<file path="src/rtl/led_status_tx.sv">
// Snapshots i_LEDs on request and sends "S=bbbbbbbb" (+CR LF when LED_STATUS_TX_CRLF_EN is defined) as 8N1 on o_TXD.
// Registered outputs: start bit and o_Busy appear on the request edge; one pending request is queued while busy.
module led_status_tx #(
    parameter int CLOCK_RATE = 50_000_000,
    parameter int BAUD_RATE  = 1_000_000
) (
    input  logic       i_Clock,
    input  logic       i_Rst,
    input  logic       i_Req,
    input  logic [7:0] i_LEDs,
    output logic       o_TXD,
    output logic       o_Busy,
    output logic       o_Done
);
    localparam int CLKS_PER_BIT = CLOCK_RATE / BAUD_RATE;
    localparam int BAUD_W       = (CLKS_PER_BIT > 2) ? $clog2(CLKS_PER_BIT) : 1;
`ifdef LED_STATUS_TX_CRLF_EN
    localparam int NUM_BYTES    = 12;
`else
    localparam int NUM_BYTES    = 10;
`endif
    localparam logic [3:0]        LAST_BYTE = 4'(NUM_BYTES - 1);
    localparam logic [BAUD_W-1:0] BAUD_LAST = BAUD_W'(CLKS_PER_BIT - 1);

    localparam logic [1:0] IDLE  = 2'd0;
    localparam logic [1:0] START = 2'd1;
    localparam logic [1:0] DATA  = 2'd2;
    localparam logic [1:0] STOP  = 2'd3;

    logic [1:0]        state_q, state_d;
    logic [BAUD_W-1:0] baud_q, baud_d;
    logic [2:0]        bit_q, bit_d;
    logic [3:0]        byte_q, byte_d;
    logic [7:0]        snap_q, snap_d;
    logic              pend_q, pend_d;
    logic              txd_q, txd_d;
    logic              busy_q, busy_d;
    logic              done_q, done_d;

    logic [7:0] cur_byte;
    logic [2:0] led_idx;
    logic [2:0] bit_nxt;
    logic       baud_end;

    // Bytes 2..9 carry LED7 down to LED0 as ASCII '0'/'1'.
    assign led_idx = 3'(4'd9 - byte_q);
    always_comb begin
        cur_byte = 8'h53;
        case (byte_q)
            4'd0:    cur_byte = 8'h53;
            4'd1:    cur_byte = 8'h3D;
            4'd10:   cur_byte = 8'h0D;
            4'd11:   cur_byte = 8'h0A;
            default: cur_byte = {7'b0011000, snap_q[led_idx]};
        endcase
    end

    assign bit_nxt  = bit_q + 3'd1;
    assign baud_end = (baud_q == BAUD_LAST);

    always_comb begin
        state_d = state_q;
        baud_d  = baud_q;
        bit_d   = bit_q;
        byte_d  = byte_q;
        snap_d  = snap_q;
        pend_d  = pend_q | (busy_q & i_Req);
        txd_d   = txd_q;
        busy_d  = busy_q;
        done_d  = 1'b0;
        case (state_q)
            IDLE: begin
                if (i_Req) begin
                    state_d = START;
                    baud_d  = '0;
                    byte_d  = 4'd0;
                    snap_d  = i_LEDs;
                    txd_d   = 1'b0;
                    busy_d  = 1'b1;
                    pend_d  = 1'b0;
                end
            end
            START: begin
                if (baud_end) begin
                    baud_d  = '0;
                    bit_d   = 3'd0;
                    state_d = DATA;
                    txd_d   = cur_byte[0];
                end else begin
                    baud_d = baud_q + BAUD_W'(1);
                end
            end
            DATA: begin
                if (baud_end) begin
                    baud_d = '0;
                    if (bit_q == 3'd7) begin
                        state_d = STOP;
                        txd_d   = 1'b1;
                    end else begin
                        bit_d = bit_nxt;
                        txd_d = cur_byte[bit_nxt];
                    end
                end else begin
                    baud_d = baud_q + BAUD_W'(1);
                end
            end
            default: begin
                if (baud_end) begin
                    baud_d = '0;
                    if (byte_q != LAST_BYTE) begin
                        byte_d  = byte_q + 4'd1;
                        state_d = START;
                        txd_d   = 1'b0;
                    end else begin
                        done_d = 1'b1;
                        // A queued or same-edge request chains straight into a new frame.
                        if (pend_q || i_Req) begin
                            state_d = START;
                            byte_d  = 4'd0;
                            snap_d  = i_LEDs;
                            txd_d   = 1'b0;
                            pend_d  = 1'b0;
                        end else begin
                            state_d = IDLE;
                            busy_d  = 1'b0;
                        end
                    end
                end else begin
                    baud_d = baud_q + BAUD_W'(1);
                end
            end
        endcase
    end

    always_ff @(posedge i_Clock) begin
        if (i_Rst) begin
            state_q <= IDLE;
            baud_q  <= '0;
            bit_q   <= 3'd0;
            byte_q  <= 4'd0;
            snap_q  <= 8'h00;
            pend_q  <= 1'b0;
            txd_q   <= 1'b1;
            busy_q  <= 1'b0;
            done_q  <= 1'b0;
        end else begin
            state_q <= state_d;
            baud_q  <= baud_d;
            bit_q   <= bit_d;
            byte_q  <= byte_d;
            snap_q  <= snap_d;
            pend_q  <= pend_d;
            txd_q   <= txd_d;
            busy_q  <= busy_d;
            done_q  <= done_d;
        end
    end

    assign o_TXD  = txd_q;
    assign o_Busy = busy_q;
    assign o_Done = done_q;
endmodule

</file>
<file path="config.mk">
export PLATFORM = sky130hd
export DESIGN_NAME = led_status_tx
export DESIGN_NICKNAME = d
export VERILOG_FILES = /design/src/rtl/led_status_tx.sv
export SDC_FILE = /design/constraint.sdc
export NUM_CORES = 1
export LEC_CHECK = 0
export BUFFER_PORTS_ARGS = -buffer_cell sky130_fd_sc_hd__buf_2
export CORE_MARGIN = 5
export CORE_UTILIZATION = 40
export CTS_CLUSTER_SIZE = 25
export DETAILED_ROUTE_END_ITERATION = 7
export PLACE_DENSITY = 0.64
export SLEW_MARGIN = 25
export SYNTH_ARGS = -nofsm -noshare
export SYNTH_HDL_FRONTEND = slang
export SYNTH_SLANG_ARGS = --single-unit
</file>
<file path="constraint.sdc">
create_clock -name i_Clock -period 2.1 [get_ports i_Clock]
set_input_delay 0.21 -clock i_Clock [delete_from_list [all_inputs] [get_ports i_Clock]]
set_output_delay 0.21 -clock i_Clock [all_outputs]
set_load 0.02 [all_outputs]
</file>
# Word-level counts from Yosys, hierarchy flattened
# Index checks and enable logic that the tools add are counted.
# word_totals
ff_bits	27
input_bits	11
output_inout_bits	3
elab_cells	99
# op_classes
n_addsub	4
magnitude_cmp	2
n_eq_ne	15
mux	49
bitwise	4
n_reduce_logical	16
# ops
cell	count
8-bit 2-to-1 mux	4
7-bit one-hot mux with 4 select lines	1
1-bit 2-to-1 mux	20
5-bit AND reduction	4
6-bit 2-to-1 mux	3
4-bit 2-to-1 mux	4
8-bit one-hot mux with 2 select lines	1
2-bit 2-to-1 mux	5
2-bit inequality test (second input constant)	5
3-bit 2-to-1 mux	3
4-bit equality test (second input constant)	2
3-bit by 4-bit less-than comparator with 1-bit output (second input constant)	2
4-bit one-hot mux with 2 select lines	1
4-bit AND reduction	2
6-bit by 1-bit adder with 6-bit output (second input constant)	1
1-bit binary-select mux with 3-bit select	2
6-bit equality test (second input constant)	1
2-bit one-hot mux with 3 select lines	1
3-bit one-hot mux with 2 select lines	1
2-bit nonzero test	3
5-bit nonzero test	1
5-bit OR reduction	1
4-bit by 1-bit adder with 4-bit output (second input constant)	1
4-bit by 1-bit equality test with 1-bit output (second input constant)	1
17 further kinds	20

# Longest topological paths before layout
# logic_depth
word_depth	9
ltp_mapped	9
mapped_depth_nobuf	7

# Worst setup path before layout
# OpenSTA, ideal clock, no wires.
# synth_timing
path_kind	register to register
from	register byte_q[2]
to	register txd_q (netlist: o_TXD)
setup_time_ns	0.126
arrival_ns	1.780
t_required_ns	1.974
path_slack_ns	0.194
path_stages_with_launch	6
path_buffers	0
period_less_slack_ns	1.906
cell_sequence	dfxtp_1 > ha_1 > a2111oi_0 > o31ai_1 > a2111oi_2 > a21oi_1
# synth_via
elab_chain_len	9
word_cells_on_any_way	19
classes_between	add/sub (1); eq/ne (4); mux (11); reduce/logical (3)
# synth_rtl
item	line	source
start, declared	33	logic [3:0] byte_q, byte_d;
start signal, assigned	150	byte_q <= byte_d;
1-bit by 3-bit subtractor with 3-bit output	46	assign led_idx = 3'(4'd9 - byte_q);
1-bit binary-select mux with 3-bit select	54	default: cur_byte = {7'b0011000, snap_q[led_idx]};
1-bit 2-to-1 mux (implied by the code)	54	
7-bit one-hot mux with 4 select lines	49	case (byte_q)
1-bit binary-select mux with 3-bit select	101	txd_d = cur_byte[bit_nxt];
1-bit 2-to-1 mux (implied by the code)	101	
1-bit 2-to-1 mux	96	if (bit_q == 3'd7) begin
1-bit 2-to-1 mux	94	if (baud_end) begin
1-bit one-hot mux with 3 select lines	71	case (state_q)
end signal, assigned	153	txd_q <= txd_d;
end, declared	36	logic txd_q, txd_d;
# Several ways; a longest one is shown, not always the timed one. The select of a mux whose other input is x is not followed.
# A chain may end at the register's enable or synchronous reset.

# Final worst setup path
# layout_timing
from	register byte_q[1]
to	register txd_q (netlist: o_TXD)
# The elaborated chain is that of the path after synthesis.

==> flow_summary_export.csv <==
group,metric,value,unit
worst_setup_path,cpPeakStageDelay,0.36,ns
floorplan,start_util,41.9,%
synthesis,synth_area_leader_cell,"dfxtp_1",
synthesis,yosys_most_used_dff,"dfxtp_1",
sta,hold_violations,0,
synthesis,syn_nets,216,
global_route,antenna_found_initial,0,
synthesis,async_reset_ff_share,0,%
global_route,grtUsageTotal,14.0,%
cts,clk_pin_slew,0.10,ns
cts,cts_setup_buffers,0,
worst_setup_path,startpoint_type,"register",
worst_setup_path,cp_slowest_cell,"mux2_2",
route,via_count,1424,
min_path,hold_path.class,"in2reg",
cells_and_area,num_antenna_cells,0,
global_route,grt_pass1_wl,6.22,mm
worst_setup_path,worstPathRequired,2.27,ns
global_route,grt_pass1_vias,1380,
sta,setup_tns,0,ns
run,maxCapViolations,0,
cells_and_area,layout_commonest_cell,"nor2_1",
cts,cts.path.max_buffers,2,
floorplan,core_area,4060,um2
sta,finalMaxSlewViolations,0,
synthesis,avgSynthCellArea,8.67,um2
synthesis,syn_inst,196,
worst_setup_path,crit_family,"compound AO/OA/AOI/OAI gates",
route,firstDrtPassIters,4,
sta,min_period,1.94,ns
route,routed_wl,3.49,mm
sta,period_share,92.3,%
sta,timing.slew.headroom,71.5,%
min_path,min_to,"snap_q[2]",
min_path,hp-start,"i_LEDs[2]",
global_route,grt-ovfl-total,0,
sta,finalClockSkew,0.00229,ns
cts,htree_num_levels,1,
run_status,status,"finished, final reports clean",
cells_and_area,syn2layout_area_growth,11.3,%
synthesis,yosys_warnings,0,
cells_and_area,drive_above_1_share,19.8,%
sta,max_freq,516,MHz
worst_setup_path,cp-startpoint,"byte_q[1]",
worst_setup_path,path_cells,"buf_4, mux2_2, o311ai_0, o31ai_1, a2111oi_2, a21oi_1",
worst_setup_path,worstPathArrival,2.11,ns
floorplan,chipWidth,75.2,um
cts,cts_num_sinks,27,
synthesis,synth_top_area_share,31.8,%
cells_and_area,fin_util,46.6,%
route,drt-wirelength-per-cell,13.3,um
synthesis,synth_edf_count,0,
worst_setup_path,crit_fanout,14,
floorplan,num_rows,23,
cells_and_area,final_cell_mix,"nor2_1 (32), dfxtp_1 (27), mux2i_1 (15)",
cts,cts_buffers,3,
worst_setup_path,path_buf_inv,1,
power_and_ir_drop,power.density,1070,nW/um2
synthesis,synth_area,1700,um2
placement,io_buffers,13,
sta,grt_setup_unrepaired,"no",
placement,place_congestion,0.822,
synthesis,yosysSeqAreaShare,31.8,%
cts,cts_tree,"built",
worst_setup_path,ff2ff_path_depth,6,
floorplan,die_area,5650,um2
power_and_ir_drop,total_power,2.02,mW
route,drc_errors,0,
cts,cts-root-buf,"clkbuf_8",
worst_setup_path,crit_type,"reg2reg",
floorplan,die_h,75.2,um
placement,dp_hpwl,2.60,mm
min_path,min_path_cells,3,
worst_setup_path,endpoint_kind,"register",
power_and_ir_drop,ir_drop,0.339,mV
synthesis,ys_ff_latch,27,
sta,worstMarginPinSlew,0.427,ns
sta,finalSetupViolations,0,
power_and_ir_drop,p_leak,0.737,nW
floorplan,ios,14,
synthesis,synthTopCellsByArea,"dfxtp_1 (32%), mux2i_1 (8.8%), nor2_1 (7.1%)",
synthesis,synth.distinct_cells,49,
cts,insertion_delay,0.28,ns
global_route,grt_max_degree,27,
route,viasPerCell,5.44,
worst_setup_path,r2r_start,"byte_q[1]",
worst_setup_path,reg2reg_to,"o_TXD",
route,dr.first_iter.drc_count,52,
worst_setup_path,r2r_slack,0.16,ns
cells_and_area,layout.nets,233,
route,drtAntennaViolNets,0,
## power by group
part / internal [mW] / leakage, nW / switching (mW)
clock: 0.133 / 0.0255 / 0.179
sequential: 0.608 / 0.220 / 0.0818
combinational: 0.447 / 0.492 / 0.569
total: 1.19 / 0.737 / 0.829
## through the flow
stage                     area [um2]  instances  hold slack (ns)  setup slack, ns
final                           1890        262            0.160            0.162
after global routing            1890        262            0.179           0.0175
after CTS                       1890        262            0.159            0.138
after detailed placement        1840        258            0.451            0.153
after global placement          1840        258            0.442            0.190
after floorplan                 1700        196            0.357            0.194
## worst min-delay path, stage by stage
cell     delay, ns
buf_2         0.07
mux2i_1       0.05
nor2_1        0.07
## worst max path at each step
stage          depth (start not counted)  endpoint
2_1_floorplan                          5     o_TXD
4_1_cts                                5     o_TXD
6_report                               6     o_TXD
3_3_place_gp                           6     o_TXD
3_5_place_dp                           5     o_TXD
5_1_grt                                6     o_TXD
## cells by family after synthesis
logic type,after synthesis,synth area share [%]
AO/OA/AOI/OAI,38,17.5
adder cells (fa/ha/maj),9,6.63
AND/OR/NAND/NOR,78,24.7
buffers and inverters,20,5.38
multiplexers,19,11.5
flip-flops,27,31.8
XOR/XNOR,5,2.58
## routing by layer
layer  share of wire (%)  wire (um)  up-vias  GRT usage (%)
met5                   0          0        -              0
met4                 1.6         56        0           5.63
met3                 2.9        100        6           2.40
met2                  44       1550       13           22.4
met1                  51       1780      668           18.8
li1                    -          -      737              -
## area by class of cell
cell class	instances	area, um2
clock buffer	3	41.3
clock inverter	1	5.00
fill	406	2170
inverter	9	33.8
multi-input combinational	149	1070
sequential	27	541
tap	50	62.6
timing repair buffer	23	140
## cells in the mapped netlist, types with 2 or more instances
cell / number
nor2b_1: 3
nor3_1: 7
a211o_1: 2
clkbuf_1: 5
o311ai_0: 2
a21oi_1: 7
and2_1: 4
buf_1: 2
or3_1: 2
nand4_1: 3
o22ai_1: 2
mux2i_1: 15
a32oi_1: 2
nand2b_1: 2
mux2_2: 4
buf_4: 2
ha_1: 9
dfxtp_1: 27
a31oi_1: 6
o21ai_0: 4
nor2_1: 32
inv_1: 9
xor2_1: 4
nand2_1: 9
nand3_1: 6
o31ai_1: 2
nand3b_1: 2
## sequential cells by signal, summed over array words and instances (netlist names)
| signal | flops |
|---|---|
| o_Done | 1 |
| o_TXD | 1 |
| baud_q | 6 |
| byte_q | 4 |
| snap_q | 8 |
| bit_q | 3 |
| state_q | 2 |
| o_Busy | 1 |
| pend_q | 1 |
## what timing repair did
action / CTS / global route
hold endpoints to repair: 0 / 0
setup endpoints to repair: 0 / 1
hold buffers: 0 / 0
resized for setup: 0 / 1
No activity file was read; power rests on OpenSTA's default activity.
